**config.mk**
```make
export PLATFORM = sky130hd
export DESIGN_NAME = speed_switch_requester_flat
export DESIGN_NICKNAME = d
export VERILOG_FILES = /design/src/rtl/speed_switch_requester_pkg.sv /design/src/rtl/speed_switch_requester_if.sv /design/src/rtl/speed_switch_requester_sync_2ff.sv /design/src/rtl/speed_switch_requester.sv /design/src/flat_wrapper.sv
export SDC_FILE = /design/constraint.sdc
export NUM_CORES = 1
export LEC_CHECK = 0
export CAP_MARGIN = 40
export CORE_UTILIZATION = 42
export CTS_CLUSTER_DIAMETER = 40
export DETAILED_ROUTE_END_ITERATION = 10
export GPL_TIMING_DRIVEN = 0
export PLACE_DENSITY = 0.79
export SLEW_MARGIN = 20
export SYNTH_ARGS = -nofsm -noshare
export SYNTH_HDL_FRONTEND = slang
export SYNTH_SLANG_ARGS = --single-unit
```
**constraint.sdc**
```tcl
create_clock -name I_CLK -period 1.86 [get_ports I_CLK]
set_clock_uncertainty 0.1 [all_clocks]
set_input_delay 0.372 -clock I_CLK [delete_from_list [all_inputs] [get_ports I_CLK]]
set_output_delay 0.372 -clock I_CLK [all_outputs]
set_load 0.005 [all_outputs]
```
**src/rtl/speed_switch_requester_pkg.sv**
```systemverilog
// speed_switch_requester_pkg: KEY1 address, prepare value and handshake state encoding
package speed_switch_requester_pkg;
   localparam logic [15:0] KEY1_ADDR = 16'hFF4D;
   localparam logic [7:0] KEY1_PREPARE = 8'h01;
   typedef enum logic [2:0] {
      IDLE,
      ISSUE_WR,
      WAIT_ASSERT,
      WAIT_DEASSERT,
      DONE,
      FAIL,
      STOPPED
   } state_e;
endpackage

```
**src/rtl/speed_switch_requester_if.sv**
```systemverilog
// speed_switch_requester_if: CPU snoop, handshake and IO-bus master signals of the speed-switch requester
interface speed_switch_requester_if;
   logic [15:0] I_CPU_ADDR;
   logic [7:0] I_CPU_WDATA;
   logic I_CPU_WE_L;
   logic I_STOP_REQ;
   logic I_JOYPAD_WAKE;
   logic I_DISABLE_CONTROLLER;
   logic O_BUS_OWN;
   logic [15:0] O_IOREG_ADDR;
   logic [7:0] O_IOREG_DATA;
   logic O_IOREG_WE_L;
   logic O_CPU_STALL;
   logic O_ARMED;
   logic O_SWITCH_DONE;
   logic O_TIMEOUT_ERR;
   modport slave (
      input I_CPU_ADDR, I_CPU_WDATA, I_CPU_WE_L, I_STOP_REQ, I_JOYPAD_WAKE, I_DISABLE_CONTROLLER,
      output O_BUS_OWN, O_IOREG_ADDR, O_IOREG_DATA, O_IOREG_WE_L, O_CPU_STALL, O_ARMED,
      O_SWITCH_DONE, O_TIMEOUT_ERR
   );
   modport master (
      output I_CPU_ADDR, I_CPU_WDATA, I_CPU_WE_L, I_STOP_REQ, I_JOYPAD_WAKE, I_DISABLE_CONTROLLER,
      input O_BUS_OWN, O_IOREG_ADDR, O_IOREG_DATA, O_IOREG_WE_L, O_CPU_STALL, O_ARMED,
      O_SWITCH_DONE, O_TIMEOUT_ERR
   );
endinterface

```
**src/rtl/speed_switch_requester_sync_2ff.sv**
```systemverilog
// sync_2ff: generic 1-bit two-flop synchronizer for clock-domain crossings
module sync_2ff (
   input logic clk_i,
   input logic rst_i,
   input logic d_i,
   output logic q_o
);
   logic [1:0] sync_q;
   always_ff @(posedge clk_i)
      sync_q <= rst_i ? 2'b00 : {sync_q[0], d_i};
   assign q_o = sync_q[1];
endmodule

```
**src/rtl/speed_switch_requester.sv**
```systemverilog
// speed_switch_requester: snoops KEY1 arming and, on STOP, drives the KEY1 prepare write and
// stalls the CPU until the clock block's disable pulse completes (or low-power stop until wake).
module speed_switch_requester
   import speed_switch_requester_pkg::*;
#(
   parameter logic [15:0] P_KEY1_ADDR = KEY1_ADDR,
   parameter int P_WR_CYCLES = 2,
   parameter int P_TIMEOUT_CYCLES = 1023
) (
   input logic I_CLK,
   input logic I_SYNC_RESET,
   speed_switch_requester_if.slave bus
);
   localparam int TW = $clog2(P_TIMEOUT_CYCLES + 1);
   localparam int WW = $clog2(P_WR_CYCLES + 1);
   state_e state_q, state_d;
   logic [TW-1:0] timer_q, timer_d;
   logic [WW-1:0] wr_cnt_q, wr_cnt_d;
   logic bus_own_q, bus_own_d;
   logic [15:0] addr_q, addr_d;
   logic [7:0] data_q, data_d;
   logic we_l_q, we_l_d;
   logic stall_q, stall_d;
   logic armed_q, armed_d;
   logic err_q, err_d;
   logic dis_s, snoop_hit, timer_sat;
   sync_2ff u_sync (
      .clk_i(I_CLK),
      .rst_i(I_SYNC_RESET),
      .d_i(bus.I_DISABLE_CONTROLLER),
      .q_o(dis_s)
   );
   assign snoop_hit = !bus.I_CPU_WE_L && bus.I_CPU_ADDR == P_KEY1_ADDR;
   assign timer_sat = timer_q == TW'(P_TIMEOUT_CYCLES);
   always_comb begin
      state_d = state_q;
      timer_d = timer_q;
      wr_cnt_d = wr_cnt_q;
      bus_own_d = bus_own_q;
      addr_d = addr_q;
      data_d = data_q;
      we_l_d = we_l_q;
      stall_d = stall_q;
      err_d = err_q;
      // the master write must not be mistaken for a CPU arming write
      armed_d = (snoop_hit && state_q != ISSUE_WR) ? bus.I_CPU_WDATA[0] : armed_q;
      case (state_q)
         IDLE:
            if (bus.I_STOP_REQ) begin
               stall_d = 1'b1;
               state_d = armed_q ? ISSUE_WR : STOPPED;
               if (armed_q) begin
                  bus_own_d = 1'b1;
                  addr_d = P_KEY1_ADDR;
                  data_d = KEY1_PREPARE;
                  we_l_d = 1'b0;
                  wr_cnt_d = '0;
               end
            end
         ISSUE_WR: begin
            wr_cnt_d = WW'(wr_cnt_q + 1'b1);
            if (wr_cnt_q == WW'(P_WR_CYCLES - 1)) begin
               we_l_d = 1'b1;
               bus_own_d = 1'b0;
               addr_d = '0;
               data_d = '0;
               timer_d = '0;
               state_d = WAIT_ASSERT;
            end
         end
         WAIT_ASSERT:
            if (dis_s) begin
               state_d = WAIT_DEASSERT;
               timer_d = '0;
            end else if (timer_sat) state_d = FAIL;
            else timer_d = timer_q + 1'b1;
         WAIT_DEASSERT:
            if (!dis_s) state_d = DONE;
            else if (timer_sat) state_d = FAIL;
            else timer_d = timer_q + 1'b1;
         DONE: begin
            armed_d = 1'b0;
            stall_d = 1'b0;
            state_d = IDLE;
         end
         FAIL: begin
            err_d = 1'b1;
            armed_d = 1'b0;
            stall_d = 1'b0;
            state_d = IDLE;
         end
         STOPPED:
            if (bus.I_JOYPAD_WAKE) begin
               stall_d = 1'b0;
               state_d = IDLE;
            end
         default: state_d = IDLE;
      endcase
   end
   always_ff @(posedge I_CLK)
      if (I_SYNC_RESET) begin
         state_q <= IDLE;
         timer_q <= '0;
         wr_cnt_q <= '0;
         bus_own_q <= 1'b0;
         addr_q <= '0;
         data_q <= '0;
         we_l_q <= 1'b1;
         stall_q <= 1'b0;
         armed_q <= 1'b0;
         err_q <= 1'b0;
      end else begin
         state_q <= state_d;
         timer_q <= timer_d;
         wr_cnt_q <= wr_cnt_d;
         bus_own_q <= bus_own_d;
         addr_q <= addr_d;
         data_q <= data_d;
         we_l_q <= we_l_d;
         stall_q <= stall_d;
         armed_q <= armed_d;
         err_q <= err_d;
      end
   assign bus.O_BUS_OWN = bus_own_q;
   assign bus.O_IOREG_ADDR = addr_q;
   assign bus.O_IOREG_DATA = data_q;
   assign bus.O_IOREG_WE_L = we_l_q;
   assign bus.O_CPU_STALL = stall_q;
   assign bus.O_ARMED = armed_q;
   assign bus.O_SWITCH_DONE = state_q == DONE;
   assign bus.O_TIMEOUT_ERR = err_q;
endmodule

```
**src/flat_wrapper.sv**
```systemverilog
// flat-port wrapper written by rule: the top's interface ports become plain ports
module speed_switch_requester_flat import speed_switch_requester_pkg::*;
#(
   parameter logic [15:0] P_KEY1_ADDR = KEY1_ADDR,
   parameter int P_WR_CYCLES = 2,
   parameter int P_TIMEOUT_CYCLES = 1023
)
  (I_CLK, I_SYNC_RESET, bus_I_CPU_ADDR, bus_I_CPU_WDATA, bus_I_CPU_WE_L, bus_I_STOP_REQ, bus_I_JOYPAD_WAKE, bus_I_DISABLE_CONTROLLER, bus_O_BUS_OWN, bus_O_IOREG_ADDR, bus_O_IOREG_DATA, bus_O_IOREG_WE_L, bus_O_CPU_STALL, bus_O_ARMED, bus_O_SWITCH_DONE, bus_O_TIMEOUT_ERR);
  speed_switch_requester_if bus_i ();
  input logic I_CLK;
  input logic I_SYNC_RESET;
  input wire logic [$bits(bus_i.I_CPU_ADDR)-1:0] bus_I_CPU_ADDR;
  input wire logic [$bits(bus_i.I_CPU_WDATA)-1:0] bus_I_CPU_WDATA;
  input wire logic [$bits(bus_i.I_CPU_WE_L)-1:0] bus_I_CPU_WE_L;
  input wire logic [$bits(bus_i.I_STOP_REQ)-1:0] bus_I_STOP_REQ;
  input wire logic [$bits(bus_i.I_JOYPAD_WAKE)-1:0] bus_I_JOYPAD_WAKE;
  input wire logic [$bits(bus_i.I_DISABLE_CONTROLLER)-1:0] bus_I_DISABLE_CONTROLLER;
  output wire logic [$bits(bus_i.O_BUS_OWN)-1:0] bus_O_BUS_OWN;
  output wire logic [$bits(bus_i.O_IOREG_ADDR)-1:0] bus_O_IOREG_ADDR;
  output wire logic [$bits(bus_i.O_IOREG_DATA)-1:0] bus_O_IOREG_DATA;
  output wire logic [$bits(bus_i.O_IOREG_WE_L)-1:0] bus_O_IOREG_WE_L;
  output wire logic [$bits(bus_i.O_CPU_STALL)-1:0] bus_O_CPU_STALL;
  output wire logic [$bits(bus_i.O_ARMED)-1:0] bus_O_ARMED;
  output wire logic [$bits(bus_i.O_SWITCH_DONE)-1:0] bus_O_SWITCH_DONE;
  output wire logic [$bits(bus_i.O_TIMEOUT_ERR)-1:0] bus_O_TIMEOUT_ERR;
  assign bus_i.I_CPU_ADDR = bus_I_CPU_ADDR;
  assign bus_i.I_CPU_WDATA = bus_I_CPU_WDATA;
  assign bus_i.I_CPU_WE_L = bus_I_CPU_WE_L;
  assign bus_i.I_STOP_REQ = bus_I_STOP_REQ;
  assign bus_i.I_JOYPAD_WAKE = bus_I_JOYPAD_WAKE;
  assign bus_i.I_DISABLE_CONTROLLER = bus_I_DISABLE_CONTROLLER;
  assign bus_O_BUS_OWN = bus_i.O_BUS_OWN;
  assign bus_O_IOREG_ADDR = bus_i.O_IOREG_ADDR;
  assign bus_O_IOREG_DATA = bus_i.O_IOREG_DATA;
  assign bus_O_IOREG_WE_L = bus_i.O_IOREG_WE_L;
  assign bus_O_CPU_STALL = bus_i.O_CPU_STALL;
  assign bus_O_ARMED = bus_i.O_ARMED;
  assign bus_O_SWITCH_DONE = bus_i.O_SWITCH_DONE;
  assign bus_O_TIMEOUT_ERR = bus_i.O_TIMEOUT_ERR;
  speed_switch_requester #(.P_KEY1_ADDR(P_KEY1_ADDR), .P_WR_CYCLES(P_WR_CYCLES), .P_TIMEOUT_CYCLES(P_TIMEOUT_CYCLES)) u_core (.I_CLK(I_CLK), .I_SYNC_RESET(I_SYNC_RESET), .bus(bus_i));
endmodule
```
==> reports/results.ini <==
[outcome]
status = complete, no violations

[sta]
fin_crit_sh_pct = 99.61
hold_violations = 0
maxSlewViolCount = 0
fin_crit_ns = 1.853
max_freq_mhz = 539.7
tns_ns = 0
rsz0062_at_grt = true
setup-violations-final = 0

[routing]
vias = 1451
drc = 0
drt_iter0_drc = 55
wirelength_mm = 3.375
dr.pass1.iters = 4
postRouteAntennaNets = 0
via_per_inst = 5.219
wl_per_cell_um = 12.14

[worst_setup_path]
required_ns = 1.39
start_kind = flop
critPathArrivalTime_ns = 1.38
critical_path.max_fanout = 15
critPathKind = flop to output port
worstSetupEndpointType = output port

[synthesis]
yosysMostFrequentCell = buf_4
yosys.area.top_type = dfxtp_1
synth_edf_count = 0
synthCells = 176
synth_top_cell_area_share_pct = 31.12
ys.flop_type = dfxtp_1
synth.distinct_cells = 44
async_reset_ff_share_pct = 0
yosys_register_bits = 22
synth.area.top_cells = dfxtp_1 31%, buf_4 13%, nand2_1 4.0%
syn_area_um2 = 1415
ys.warnings.count = 0
yosysSeqAreaShare_pct = 31.12
avgSynthCellArea_um2 = 8.040
synth_common_cells = 24 x buf_4, 22 x dfxtp_1, 15 x nand2_1

[clock_tree]
htreeDepth = 1
cts_sinks = 22
clk_pin_slew_worst_paths_ns = 0.13
cts_tree = yes
cts_made_buffers = 3
cts.path.max_buffers = 2
insertion_delay_ns = 0.32
cts_root_buffer = clkbuf_4

[die]
core_area_um2 = 3128
rows = 20
io_pins = 60
start_util_pct = 45.24
fp.dieArea_um2 = 3605
die_y_um = 60.05
die_w_um = 60.05

[pwr]
powerDensity_nw_per_um2 = 869.5
power_mw = 1.774
irDropWorstVdd_uv = 589.2
p_leak_nw = 0.8181

[finish]
design_area_um2 = 2041
area_growth_pct = 44.21
fin_util_pct = 65.24
nets = 267
antenna_cells = 0
drive_above_1_share_pct = 31.62

[global_routing]
grt_pass1_vias = 1234
grt_antenna_before_repair = 0
grt.overflow.total = 0
grt_max_degree = 16
grt_pass1_wl_mm = 5.140
grtUsageTotal_pct = 18.87

[flow_run]
maxCapViolCount = 0

[placed_design]
hpwl_mm = 2.507
placed_area_um2 = 1918
io_buffers = 41
gp_congestion = 0.8790

[min_path]
hold_path_class = flop to flop

-- registers in the layout (all words and copies together), names as in the netlist --
| name | cells |
|---|---|
| u_core.bus.O_ARMED | 1 |
| u_core.wr_cnt_q | 2 |
| u_core.state_q | 3 |
| u_core.bus.O_TIMEOUT_ERR | 1 |
| u_core.bus.O_IOREG_WE_L | 1 |
| u_core.bus.O_CPU_STALL | 1 |
| u_core.timer_q | 10 |
| u_core.u_sync.sync_q | 2 |
| u_core.bus.O_IOREG_ADDR | 1 |
-- layout make-up --
cell class                      count  area [µm²]
Buffer                             31       234.0
Clock buffer                        4       36.28
Fill cell                         267        1087
Inverter                            7       26.28
Multi-Input combinational cell    126       830.8
Sequential cell                    22       456.7
Tap cell                           44       55.05
Timing Repair Buffer               44       401.6
-- path summary, 6_finish.rpt --
check | start | to | slack [ns] | cells after the start
worst max-delay path | u_core.bus.O_IOREG_ADDR[14]$_SDFFE_PP0P_ | bus_O_IOREG_ADDR[13] | 0.007 | 2
worst min-delay path | u_core.u_sync.sync_q[0]$_SDFF_PP0_ | u_core.u_sync.sync_q[1]$_SDFF_PP0_ | 0.36 | 1
worst max register to register | u_core.timer_q[0]$_SDFFE_PP0P_ | u_core.state_q[2]$_SDFFE_PP0P_ | 0.09 | 5
worst min register to register | u_core.u_sync.sync_q[0]$_SDFF_PP0_ | u_core.u_sync.sync_q[1]$_SDFF_PP0_ | 0.36 | 1
-- layout by cell type (no fill, tap or decap), drive strengths merged, types with 2 or more instances in the layout --
cell           instances
nand4                  4
nand2b                 4
nand2                 15
ha                     2
a31oi                  5
dfxtp                 22
a2111oi                2
o41ai                  2
or4                    3
nand3b                 2
or3                    4
a41oi                  2
o21a                   2
conb                  11
buf                   42
nor2b                  4
nor3                   8
o21ai                  5
nand3                 11
a21oi                 10
clkbuf                 7
nor2                   8
nor4                   4
mux2i                  2
inv                    7
o31ai                  4
clkdlybuf4s50         29
-- per-stage QoR --
stage	hold WS, ns	setup slack, ns	instances
after CTS	0.3643	-0.002255	276
after global routing	0.3781	-0.03612	278
after floorplan	0.3138	0.1587	186
after global placement	0.3213	-0.1863	271
after detailed placement	0.3396	-0.1961	271
final	0.3603	0.007216	278
-- cells by family (layout without fill, tap and decap cells) --
family                   after synthesis  after routing  share of synthesized area, %
multiplexers                           2              2                         1.415
adder cells (fa/ha/maj)                2              2                         1.768
buffers and inverters                 38             86                         16.98
AND/OR/NAND/NOR                       73             73                         28.91
flip-flops                            22             22                         31.12
AO/OA/AOI/OAI                         38             38                         19.54
other                                  1             11                        0.2650
-- worst max-delay path, stage by stage (launching register included) --
cell and delay, ns:
dfxtp_4 0.45, buf_4 0.13, clkdlybuf4s50_1 0.49
-- metal layers --
metal / up-vias / wire (µm) / track usage (%)
li1: 733 / - / -
met1: 669 / 1504 / 22.94
met2: 46 / 1682 / 33.33
met3: 3 / 173 / 3.680
met4: 0 / 14 / 5.648
met5: - / 0 / 0
-- report_power, final --
| group | switching, mW | internal, mW | total (mW) |
|---|---|---|---|
| Sequential | 0.0829 | 0.558 | 0.640 |
| Combinational | 0.426 | 0.434 | 0.860 |
| Clock | 0.154 | 0.120 | 0.274 |
| Total | 0.663 | 1.11 | 1.77 |
-- what timing repair did --
| action | CTS | global route |
|---|---|---|
| gates resized for setup | 11 | 33 |
| cloned | 0 | 1 |
| setup buffers | 1 | 1 |
| pin swaps | 0 | 2 |
| hold buffers | 0 | 0 |
| endpoints found under the setup margin | 15 | 23 |
(Power assumes the default switching activity.)
==> variant 1, RTL diff (same flow settings) <==
`P_WR_CYCLES` is set to 2 in 2 places; all go to 4.
--- a/src/rtl/speed_switch_requester.sv
+++ b/src/rtl/speed_switch_requester.sv
@@ -6,3 +6,3 @@
    parameter logic [15:0] P_KEY1_ADDR = KEY1_ADDR,
-   parameter int P_WR_CYCLES = 2,
+   parameter int P_WR_CYCLES = 4,
    parameter int P_TIMEOUT_CYCLES = 1023
--- a/src/flat_wrapper.sv
+++ b/src/flat_wrapper.sv
@@ -4,3 +4,3 @@
    parameter logic [15:0] P_KEY1_ADDR = KEY1_ADDR,
-   parameter int P_WR_CYCLES = 2,
+   parameter int P_WR_CYCLES = 4,
    parameter int P_TIMEOUT_CYCLES = 1023
Function: changed (Yosys sat finds a counterexample within 10 cycles, from zero or initial values and one cycle with I_SYNC_RESET high).
==> variant 1 against the unedited design <==
- global-route usage rose by 0.74 points
- synthesized area rose by 0.35%
- routed wire length rose by 3.3%
- cell count fell by 0.36%
- synthesized cell count fell by 5.1%
- fmax rose by 0.37%
- final area rose by 4.8%
- sequential cell count rose by 1
- worst setup slack improved by 0.0068 ns
Power is not compared: it rests on default switching activity, and its combinational part moved more than twofold at a synthesized area within 25%.
==> variant 1: results (changes against the unedited design) <==
H-tree depth=1 (unchanged); CP arrival=2.00 ns (+0.62 ns); R2R Setup Slk=0.01 ns (-0.08 ns); Adder-Cell Fraction of Synth Area=2.64% (+0.87 points); f_max=0.542 GHz (+0.37%); Synth top cells by count=buf_4 (24), dfxtp_1 (23), nand3_1 (11); status=finished clean; DR top layer=met4; Routed met2 length=1740 um (+3.6%); critical path's slowest cell=dfxtp_2; register area share after synthesis=32.4% (+1.3 points); Starting DRT DRC Count=42 (-24%); setup repair bufs after CTS=11 (+10); Mapped Avg Cell Area=8.50 um^2 (+5.8%); via count=1,378 (-5.0%); Setup Slack @ Placement=-0.0961 ns (+0.100 ns); power share of the combinational group=between 30% and 40%; crit-path max cell delay=0.38 ns (-0.11 ns); GRT met3 Usage=3.46% (-0.22 points); origin of the critical flop-to-flop path=u_core.wr_cnt_q[0]$_SDFFE_PP0P_; vias per cell=4.97 (-4.7%); total power=roughly 1100 uW; r2r worst-path depth=8 (+3); met1 usage=23.9% (+1.0 points); DR WL met3=167 um (-3.5%); critical-path maximum fanout=6 (-9); global-route wire length before repair=5360 um (+4.3%); detailed-placement wirelength estimate=2290 um (-8.7%); Top Registers=u_core.timer_q: 10 flops, u_core.state_q: 3 flops, u_core.wr_cnt_q: 3 flops; pin count of the biggest net entering global routing=14 (-2); post-placement cell count=262 (-3.3%); Synth Area in Compound Gates=21.1% (+1.5 points); Synth area leaders=dfxtp_1 (32%), buf_4 (13%), nand3_1 (3.9%); wire per inst=12.6 um (+3.6%); CP delay by family, top=simple AND/OR/NAND/NOR gates; post_cts resized=30 (+19); dpl cell area=1920 um^2 (+0.26%); CP Class=reg -> reg; Placer Congestion=0.812 (-7.7%); Netlist cell types=46 (+4.5%); nets=267 (unchanged); met1 WL=1540 um (+2.4%); mux cell area share after synthesis=2.11% (+0.70 points); TritonCTS Buffers=3 (unchanged); GRT Total Usage=19.6% (+0.74 points); grt met2 use=34.4% (+1.0 points); vias in the first global route=1,215 (-1.5%); layout cell share with drive strength beyond 1=29.6% (-2.0 points); Setup crit end=u_core.timer_q[0]$_SDFFE_PP0P_
variant 1: changes by cell type in the layout (fill, tap and decap cells not counted), moves of 3 or more:
cell / delta
nand2_1: -7
a21oi_1: -6
a21boi_1: +7
dlygate4sd2_1: +4
buf_4: +3
o21ai_1: +3
nor2b_1: +3
dfxtp_1: +3
variant 1: layout make-up:
| type | instances | area (um^2) |
|---|---|---|
| sequential | 23 | 469 |
| multi-input combinational | 118 | 845 |
| fill | 256 | 988 |
| timing repair buffer | 53 | 498 |
| buffer | 30 | 226 |
| tap | 44 | 55.1 |
| clock buffer | 3 | 22.5 |
| inverter | 5 | 18.8 |
| clock inverter | 1 | 5.00 |
variant 1: worst reg2reg max path, cell delays in order, from the launching register on:
cell and delay, ns:
dfxtp_2 0.38, ha_4 0.14, ha_4 0.12, and4bb_4 0.29, a21oi_4 0.06, buf_6 0.13
buf_12 0.12, or3_4 0.31, a21boi_1 0.13
==> variant 2, RTL diff (same settings) <==
Made on the original files. Reset style: asynchronous (`I_SYNC_RESET`), changed in one clocked block.
--- a/src/rtl/speed_switch_requester.sv
+++ b/src/rtl/speed_switch_requester.sv
@@ -99,3 +99,3 @@
    end
-   always_ff @(posedge I_CLK)
+   always_ff @(posedge I_CLK or posedge I_SYNC_RESET)
       if (I_SYNC_RESET) begin
Behaviour: differs if I_SYNC_RESET is asserted again (counterexample within 4 cycles, from zero or initial values and one cycle with I_SYNC_RESET high); with I_SYNC_RESET held inactive, the same outputs for 10 cycles.
==> variant 2 against the unedited design <==
- non-clock buffer count is 6 higher
- sequential cell count stayed put
- final area is 5.7% higher
- power is 37% higher
- worst setup slack better by 0.034 ns
- combinational power is 76% higher
- highest routed layer unchanged
- routed wire length is 3.2% higher
- synthesized area is 1.4% higher
- register-to-register slack worse by 0.05 ns
==> variant 2: results (changes against the unedited design) <==
hold_ws=0.361 ns (+0.000960 ns); global-route wire length before repair=5330 um (+3.6%); Worst-Margin Slew=0.772 ns; critical path's slowest cell=or4_4; via count=1,391 (-4.1%); CP arrival=1.97 ns (+0.59 ns); Placer Congestion=0.811 (-7.7%); worst skew pair latency=0.31 ns; origin of the critical flop-to-flop path=u_core.timer_q[0]$_DFFE_PP0P_; vias in the first global route=1,217 (-1.4%); n_diodes=0 (unchanged); maximum vdd drop=537 uV (-8.8%); LEAKAGE=0.000926 uW (+13%); mux cell area share after synthesis=0.697% (-0.72 points); depth of the worst hold-timing path=1 (unchanged); detailed-placement wirelength estimate=2290 um (-8.5%); GRT Total Usage=18.9% (about the same); pin count of the biggest net entering global routing=21 (+5); Mapped Avg Cell Area=8.86 um^2 (+10%); WHS Endpoint=u_core.u_sync.sync_q[1]$_SDFF_PP0_; layout cell share with drive strength beyond 1=30.4% (-1.2 points); critical-path maximum fanout=7 (-8); CP delay by family, top=simple AND/OR/NAND/NOR gates; r2r endpoint=u_core.timer_q[4]$_DFFE_PP0P_; Adder-Cell Fraction of Synth Area=1.74% (-0.025 points); Synth area leaders=dfrtp_1 (33%), buf_4 (13%), a21oi_1 (5.6%); TritonCTS Buffers=3 (unchanged); status=finished clean; register area share after synthesis=37.8% (+6.6 points); Psw=918 uW (+38%); dpl cell area=1940 um^2 (+1.2%); initial antenna violation count=0 (unchanged); Synth top cells by count=buf_4 (24), dfrtp_1 (19), a21oi_1 (16), nand2_1 (12), o21ai_0 (11); Synth Area in Compound Gates=19.0% (-0.53 points); drt total wl=3480 um (+3.2%); Top Registers=u_core.timer_q: 10 flops, u_core.state_q: 3 flops; Starting DRT DRC Count=52 (-5.5%); vias per cell=5.13 (-1.7%); Setup Slack @ Placement=-0.183 ns (+0.0131 ns); R2R Setup Slk=0.04 ns (-0.05 ns); post-placement cell count=257 (-5.2%); Worst-path clk slew=about 0.12 ns; share of flip-flops with an asynchronous set or reset=90.9% (+91 points); max reg flops=10 (unchanged)
==> variant 2: changes by cell type after synthesis, moves of 5 or more <==
cell / change
dfxtp_1: -20
a21oi_1: +6
nand3_1: -5
nor3_1: -5
o21ai_0: +6
dfrtp_1: +19
==> variant 2: cell type report <==
cell class              count  share of cell area [%]
inverters                   6                    1.04
repair buffers             52                    23.0
multi-input cells         114                    36.0
well taps                  44                    2.55
flip-flops and latches     22                    25.3
plain buffers              29                    11.0
clock buffers               4                    1.22
==> variant 2: repair_timing <==
item                                    4_1_cts  5_1_grt
resized for setup                            33       13
cloned                                        0        1
setup buffers                                 5        5
pin swaps                                     4        3
endpoints found under the setup margin       24       10
==> variant 2: through the flow <==
step | setup TNS [ns] | total power, uW | utilization [%]
6_report | 0 | 2430 | 68.4
5_1_grt | -0.00743 | 2580 | 68.4
4_1_cts | -0.00495 | 2230 | 65.5
3_5_place_dp | -0.880 | 1880 | 61.5
3_3_place_gp | -0.771 | 1850 | 61.5
2_1_floorplan | 0 | 1450 | -
==> variant 2: worst max path at each step <==
stage / slack [ns] / from / cells past startpoint / to
2_1_floorplan: 0.005 / u_core.timer_q[0]$_DFFE_PP0P_ / 6 / u_core.timer_q[4]$_DFFE_PP0P_
5_1_grt: -0.005 / u_core.timer_q[0]$_DFFE_PP0P_ / 5 / u_core.timer_q[4]$_DFFE_PP0P_
4_1_cts: -0.005 / u_core.state_q[1]$_DFFE_PP0P_ / 6 / u_core.timer_q[4]$_DFFE_PP0P_
3_5_place_dp: -0.18 / u_core.state_q[1]$_DFFE_PP0P_ / 4 / bus_O_SWITCH_DONE
3_3_place_gp: -0.18 / u_core.state_q[1]$_DFFE_PP0P_ / 4 / bus_O_SWITCH_DONE
6_report: 0.04 / u_core.timer_q[0]$_DFFE_PP0P_ / 5 / u_core.timer_q[4]$_DFFE_PP0P_
==> variant 2: kinds of logic after synthesis <==
family,Yosys count
buffers and inverters,36
adder cells (fa/ha/maj),2
flip-flops,22
other,1
AO/OA/AOI/OAI,44
multiplexers,1
AND/OR/NAND/NOR,56
==> variant 2: layer usage <==
metal / up-vias / track usage, % / part of all wire (%)
met4: 0 / 5.19 / 1.1
met1: 659 / 25.4 / 45
met5: - / 0 / 0
met3: 7 / 2.35 / 3.2
met2: 46 / 32.0 / 51
li1: 679 / - / -
==> variant 2: power by group through the flow <==
stage	clock network (uW)	registers, uW	logic, uW
floorplan	0	690	762
global placement	0	708	1140
detailed placement	0	711	1160
CTS	243	687	1300
global route	261	709	1610
finish	228	694	1510
